<file path="src/rtl/logic_cluster.sv">
// Logic cluster tile: NUM_BLE basic logic elements sharing a carry chain,
// configured through a serial scan chain that cascades to the next cluster.

// One BLE: two K-input LUTs, LUT-select mux, full adder and optional output register.
module logic_cluster_ble #(
  parameter int K = 3
) (
  input  logic                clk,
  input  logic                rst_n,
  input  logic [2*(2**K)+1:0] cfg_bits,     // LUT A, LUT B, adder_en, ff_en
  input  logic                ff_init_nxt,  // ff_init as it will be after this edge
  input  logic                init_load,
  input  logic                cap_en,
  input  logic [K-1:0]        lut_in,
  input  logic                lut_sel,
  input  logic                cin,
  output logic                cout,
  output logic                out_raw
);
  localparam int LS = 2**K;

  logic [LS-1:0] mem_a, mem_b;
  logic          a, b, adder_en, ff_en, sum, comb;
  logic          q_d, q_q;

  // LUT lookup, adder and output mux
  always_comb begin
    mem_a    = cfg_bits[LS-1:0];
    mem_b    = cfg_bits[2*LS-1:LS];
    adder_en = cfg_bits[2*LS];
    ff_en    = cfg_bits[2*LS+1];
    a        = mem_a[lut_in];
    b        = mem_b[lut_in];
    sum      = a ^ b ^ cin;
    cout     = (a & b) | (a & cin) | (b & cin);
    comb     = adder_en ? sum : (lut_sel ? b : a);
    out_raw  = ff_en ? q_q : comb;
  end

  // Register next value: init on config completion, capture when enabled, else hold
  always_comb begin
    q_d = q_q;
    if (init_load)   q_d = ff_init_nxt;
    else if (cap_en) q_d = comb;
  end

  // Output register
  always_ff @(posedge clk or negedge rst_n) begin
    if (!rst_n) q_q <= 1'b0;
    else        q_q <= q_d;
  end
endmodule

// Cluster top: scan chain, load FSM, BLE array and output gating.
module logic_cluster #(
  parameter int K       = 3,
  parameter int NUM_BLE = 2
) (
  input  logic                 clk,
  input  logic                 rst_n,
  input  logic                 cfg_shift_en,
  input  logic                 cfg_din,
  output logic                 cfg_dout,
  output logic                 cfg_done,
  input  logic                 ce,
  input  logic [NUM_BLE*K-1:0] lut_in,
  input  logic [NUM_BLE-1:0]   lut_sel,
  input  logic                 cin,
  output logic                 cout,
  output logic [NUM_BLE-1:0]   out
);
  localparam int BLE_BITS = 2*(2**K) + 3;
  localparam int CFG_BITS = NUM_BLE * BLE_BITS;
  localparam int CNT_W    = $clog2(CFG_BITS);
  localparam logic [CNT_W-1:0] LAST = CNT_W'(CFG_BITS - 1);

  typedef enum logic [1:0] {UNCFG = 2'd0, LOAD = 2'd1, ACTIVE = 2'd2} state_t;

  state_t               state_d, state_q;
  logic [CNT_W-1:0]     cnt_d, cnt_q;
  logic [CFG_BITS-1:0]  cfg_d, cfg_q;
  logic                 init_load, active, cap_en;
  logic [NUM_BLE:0]     carry;
  logic [NUM_BLE-1:0]   out_raw;

  // Scan chain shifts toward bit 0; bits change only on shift cycles
  always_comb begin
    cfg_d = cfg_q;
    if (cfg_shift_en) cfg_d = {cfg_din, cfg_q[CFG_BITS-1:1]};
  end

  // Load FSM next-state: count shifts until the whole chain is filled
  always_comb begin
    state_d   = state_q;
    cnt_d     = cnt_q;
    init_load = 1'b0;
    case (state_q)
      UNCFG: if (cfg_shift_en) begin
        state_d = LOAD;
        cnt_d   = CNT_W'(1);
      end
      LOAD: if (cfg_shift_en) begin
        if (cnt_q == LAST) begin
          state_d   = ACTIVE;
          cnt_d     = '0;
          init_load = 1'b1;
        end else begin
          cnt_d = cnt_q + CNT_W'(1);
        end
      end
      ACTIVE: if (cfg_shift_en) begin
        state_d = LOAD;
        cnt_d   = CNT_W'(1);
      end
      default: begin
        state_d = UNCFG;
        cnt_d   = '0;
      end
    endcase
  end

  // Config, FSM state and bit counter registers
  always_ff @(posedge clk or negedge rst_n) begin
    if (!rst_n) begin
      cfg_q   <= '0;
      state_q <= UNCFG;
      cnt_q   <= '0;
    end else begin
      cfg_q   <= cfg_d;
      state_q <= state_d;
      cnt_q   <= cnt_d;
    end
  end

  // A shift takes priority over the clock enable
  always_comb begin
    active   = (state_q == ACTIVE);
    cap_en   = active & ~cfg_shift_en & ce;
    carry[0] = cin;
  end

  for (genvar g = 0; g < NUM_BLE; g++) begin : g_ble
    logic_cluster_ble #(.K(K)) u_ble (
      .clk        (clk),
      .rst_n      (rst_n),
      .cfg_bits   (cfg_q[g*BLE_BITS +: BLE_BITS-1]),
      .ff_init_nxt(cfg_d[g*BLE_BITS + BLE_BITS-1]),
      .init_load  (init_load),
      .cap_en     (cap_en),
      .lut_in     (lut_in[g*K +: K]),
      .lut_sel    (lut_sel[g]),
      .cin        (carry[g]),
      .cout       (carry[g+1]),
      .out_raw    (out_raw[g])
    );
  end

  // Logic outputs are held low until configured; scan out is never gated
  always_comb begin
    cfg_dout = cfg_q[0];
    cfg_done = active;
    out      = active ? out_raw : '0;
    cout     = active & carry[NUM_BLE];
  end
endmodule

</file>
<file path="config.mk">
export PLATFORM = sky130hd
export DESIGN_NAME = logic_cluster
export DESIGN_NICKNAME = d
export VERILOG_FILES = /design/src/rtl/logic_cluster.sv
export SDC_FILE = /design/constraint.sdc
export NUM_CORES = 1
export LEC_CHECK = 0
export CAP_MARGIN = 20
export CORE_UTILIZATION = 55
export CTS_BUF_LIST = sky130_fd_sc_hd__clkbuf_16
export DETAILED_ROUTE_END_ITERATION = 8
export GPL_TIMING_DRIVEN = 0
export PLACE_DENSITY = 0.82
export SLEW_MARGIN = 20
export SYNTH_ARGS = -nofsm -noshare
export SYNTH_HDL_FRONTEND = slang
export SYNTH_SLANG_ARGS = --single-unit
</file>
<file path="constraint.sdc">
create_clock -name clk -period 4.07 [get_ports clk]
set_clock_uncertainty 0.05 [all_clocks]
set_input_delay 0.814 -clock clk [delete_from_list [all_inputs] [get_ports clk]]
set_output_delay 0.814 -clock clk [all_outputs]
set_load 0.01 [all_outputs]
</file>
==> insert_results.sql <==
INSERT INTO impl_metrics (metric_group, metric, value, unit) VALUES
('placed_design', 'dp.cells', '250', ''),
('sta', 'setup-violations-final', '0', ''),
('cts', 'tritoncts', 'yes', ''),
('cts', 'cts.path.max_buffers', '2', ''),
('pwr', 'p_clk_share', '28.4', '%'),
('floorplan', 'initial_core_util', '58.2', '%'),
('yosys', 'synth_cells', '183', ''),
('pwr', 'power_density', '571', 'nW/um^2'),
('run_status', 'result_of_the_run', 'complete, no violations', ''),
('floorplan', 'top_level_ports', '19', ''),
('floorplan', 'die_outline_area', '4590', 'sq um'),
('finish', 'instances_no_fill', '260', ''),
('sta', 'report.final.slew_viol_count', '0', ''),
('yosys', 'synthTopCellsByCount', 'sky130_fd_sc_hd__dfrtp_1 (48), sky130_fd_sc_hd__mux2_1 (37), sky130_fd_sc_hd__nor2_1 (10)', ''),
('global_routing', 'first_global_vias', '1608', ''),
('finish', 'diodes', '0', ''),
('sta', 'max_freq', '252', 'MHz'),
('worst_setup_path', 'cp-startpoint', 'lut_in[0]', ''),
('worst_setup_path', 'path_class', 'primary input to output pin', ''),
('pwr', 'cell_internal_pwr', '1140', 'uW'),
('worst_setup_path', 'critical_path.cell_chain', 'buf_8, mux4_2, mux2_4, fa_2, inv_2, fa_1, o221ai_2, o21a_1, buf_2', ''),
('yosys', 'synth_ff_type', 'sky130_fd_sc_hd__dfrtp_1', ''),
('sta', 'rsz0062_at_grt', 'false', ''),
('floorplan', 'fp.coreArea', '4090', 'sq um'),
('route', 'detail_route.wl_per_cell', '17.6', 'um'),
('worst_hold_path', 'holdCritPathClass', 'primary input to asynchronous set/reset pin', ''),
('worst_setup_path', 'crit_path_max_incr_delay', '0.49', 'ns'),
('finish', 'post_route_cells_drive_above_1_share', '16.7', '%'),
('cts', 'clk_latency', '0.29', 'ns'),
('yosys', 'synth.ff_latch_count', '48', ''),
('pwr', 'leakage', '0.00133', 'uW'),
('yosys', 'synth_async_sr_flop_share', '100', '%'),
('cts', 'post_cts_hold_buffer_count', '0', ''),
('yosys', 'synthesis.nets', '201', ''),
('placed_design', 'gp_congestion', '0.766', ''),
('placed_design', 'placement.io_buffers', '16', ''),
('worst_setup_path', 'slowest_cp_cell', 'sky130_fd_sc_hd__mux4_2', ''),
('finish', 'area.growth.synth_to_final', '19.0', '%'),
('yosys', 'netlist.top_cell.by_area', 'sky130_fd_sc_hd__dfrtp_1', ''),
('yosys', 'seq_area_frac_synth', '50.5', '%'),
('yosys', 'synth_enable_flop_cells', '0', ''),
('sta', 'setup_ws', '0.109', 'ns'),
('cts', 'cts.root.buffer_cell', 'sky130_fd_sc_hd__clkbuf_16', ''),
('pwr', 'power.switching', '482', 'uW'),
('finish', 'finish.net_count', '227', ''),
('yosys', 'synth_largest_type_area_fraction', '50.5', '%'),
('placed_design', 'place_hpwl', '3250', 'um'),
('pwr', 'power_share_of_the_combinational_group', '24.4', '%'),
('sta', 'maxSlewHeadroom', '67.4', '%'),
('global_routing', 'grt_pass1_wl', '7670', 'um'),
('worst_setup_path', 'cp-end-kind', 'output pin', ''),
('route', 'detail_route.vias_per_cell', '5.84', ''),
('route', 'dr.pass1.iters', '5', ''),
('sta', 'tightestPinTransition', '0.488', 'ns'),
('route', 'drt.antenna.violating_nets', '0', ''),
('flow_run', 'cap_violations', '0', ''),
('global_routing', 'grt_remaining_overflow', '0', ''),
('route', 'drc', '0', ''),
('cts', 'cts.sinks', '48', ''),
('yosys', 'synthesis.area_per_instance', '13.0', 'sq um'),
('yosys', 'post-synth-top-count-cell', 'sky130_fd_sc_hd__dfrtp_1', ''),
('route', 'drtIter0Drc', '78', ''),
('worst_setup_path', 'critPathMaxFanout', '7', ''),
('sta', 'hold_slack', '0.429', 'ns'),
('sta', 'hold_viol_final', '0', ''),
('yosys', 'ys.warnings.count', '0', ''),
('sta', 'post_route_minimum_period', '3.96', 'ns'),
('yosys', 'synth.top_cells.by_area', 'sky130_fd_sc_hd__dfrtp_1 (50%), sky130_fd_sc_hd__mux2_1 (18%), sky130_fd_sc_hd__mux4_2 (4.7%)', ''),
('yosys', 'synth_cell_type_count', '45', ''),
('finish', 'utilization', '69.3', '%'),
('cts', 'numCtsBuffers', '5', '');
-- routing by layer --
layer / share of wire (%) / routed length [um] / vias up / GRT usage [%]
met3: 3.4 / 157 / 8 / 5.57
met4: 1.6 / 72 / 0 / 7.81
met5: 0 / 0 / - / 0
li1: - / - / 713 / -
met1: 44 / 2000 / 765 / 29.4
met2: 51 / 2350 / 33 / 39.7
-- flip-flops by register name (all words and copies together) (netlist names) --
name / count
cfg_q: 38
cnt_q: 6
g_ble.u_ble.q_q: 2
state_q: 2
-- power groups by stage --
stage | clock (uW) | sequential (uW) | combinational [uW]
floorplan | 0 | 724 | 286
global placement | 0 | 749 | 339
detailed placement | 0 | 767 | 370
CTS | 465 | 764 | 395
global route | 477 | 788 | 445
finish | 460 | 764 | 395
-- path summary, 6_finish.rpt --
check	end	cells past startpoint	slack, ns
max	out[1]	9	0.11
min	cfg_q[23]	1	0.43
max reg2reg	g_ble[1].u_ble.q_q	8	1.46
min reg2reg	cfg_q[5]	1	0.46
max in group asynchronous	cfg_q[33]	2	3.03
min in group clk	cfg_q[5]	1	0.46
-- final cells by class --
class	count	area (sq um)
plain buffers	8	52.6
clock buffers	5	125
clock inverters	3	37.5
fillers	283	1250
inverters	8	30.0
multi-input cells	119	1140
flip-flops and latches	48	1200
well taps	50	62.6
repair buffers	19	180
-- per-stage QoR --
stage,instance area [sq um],TNS (ns)
2_1_floorplan,2380,0
3_3_place_gp,2600,-1.08
3_5_place_dp,2620,-1.12
4_1_cts,2830,0
5_1_grt,2830,0
6_report,2830,0
-- timing repair --
item | 4_1_cts | 5_1_grt
endpoints found under the hold margin | 0 | 0
gates resized for setup | 16 | 5
buffers inserted | 1 | 1
pin swaps | 3 | 3
endpoints found under the setup margin | 3 | 2
-- layout by cell type (no fill, tap or decap), drive strengths merged, types with 2 or more instances in the layout --
cell type / n
a21oi: 5
mux2i: 4
a21o: 2
ha: 2
mux2: 40
clkdlybuf4s50: 10
o21ai: 3
clkinv: 2
nor3b: 2
nand3: 4
fa: 2
inv: 8
nand2: 7
nor2: 10
o22ai: 2
nand2b: 4
clkbuf: 7
o211ai: 2
nor2b: 2
and3: 2
mux4: 5
dlygate4sd2: 2
xor2: 3
buf: 12
dfrtp: 48
-- critical path: cells and delay by family --
family	cells	cell delay, ns
multiplexers	2	0.79
AO/OA/AOI/OAI	2	0.37
buffers and inverters	3	0.30
adder cells (fa/ha/maj)	2	0.82
-- logic make-up (layout without fill, tap and decap cells) --
group	after synthesis	after routing	synth area share, %
buffers and inverters	16	43	3.31
adder cells (fa/ha/maj)	4	4	2.73
XOR/XNOR	4	4	1.47
flip-flops	48	48	50.5
multiplexers	49	49	25.5
AO/OA/AOI/OAI	22	22	6.62
AND/OR/NAND/NOR	40	40	9.88
Note: power is estimated with default switching activity, not from simulation.
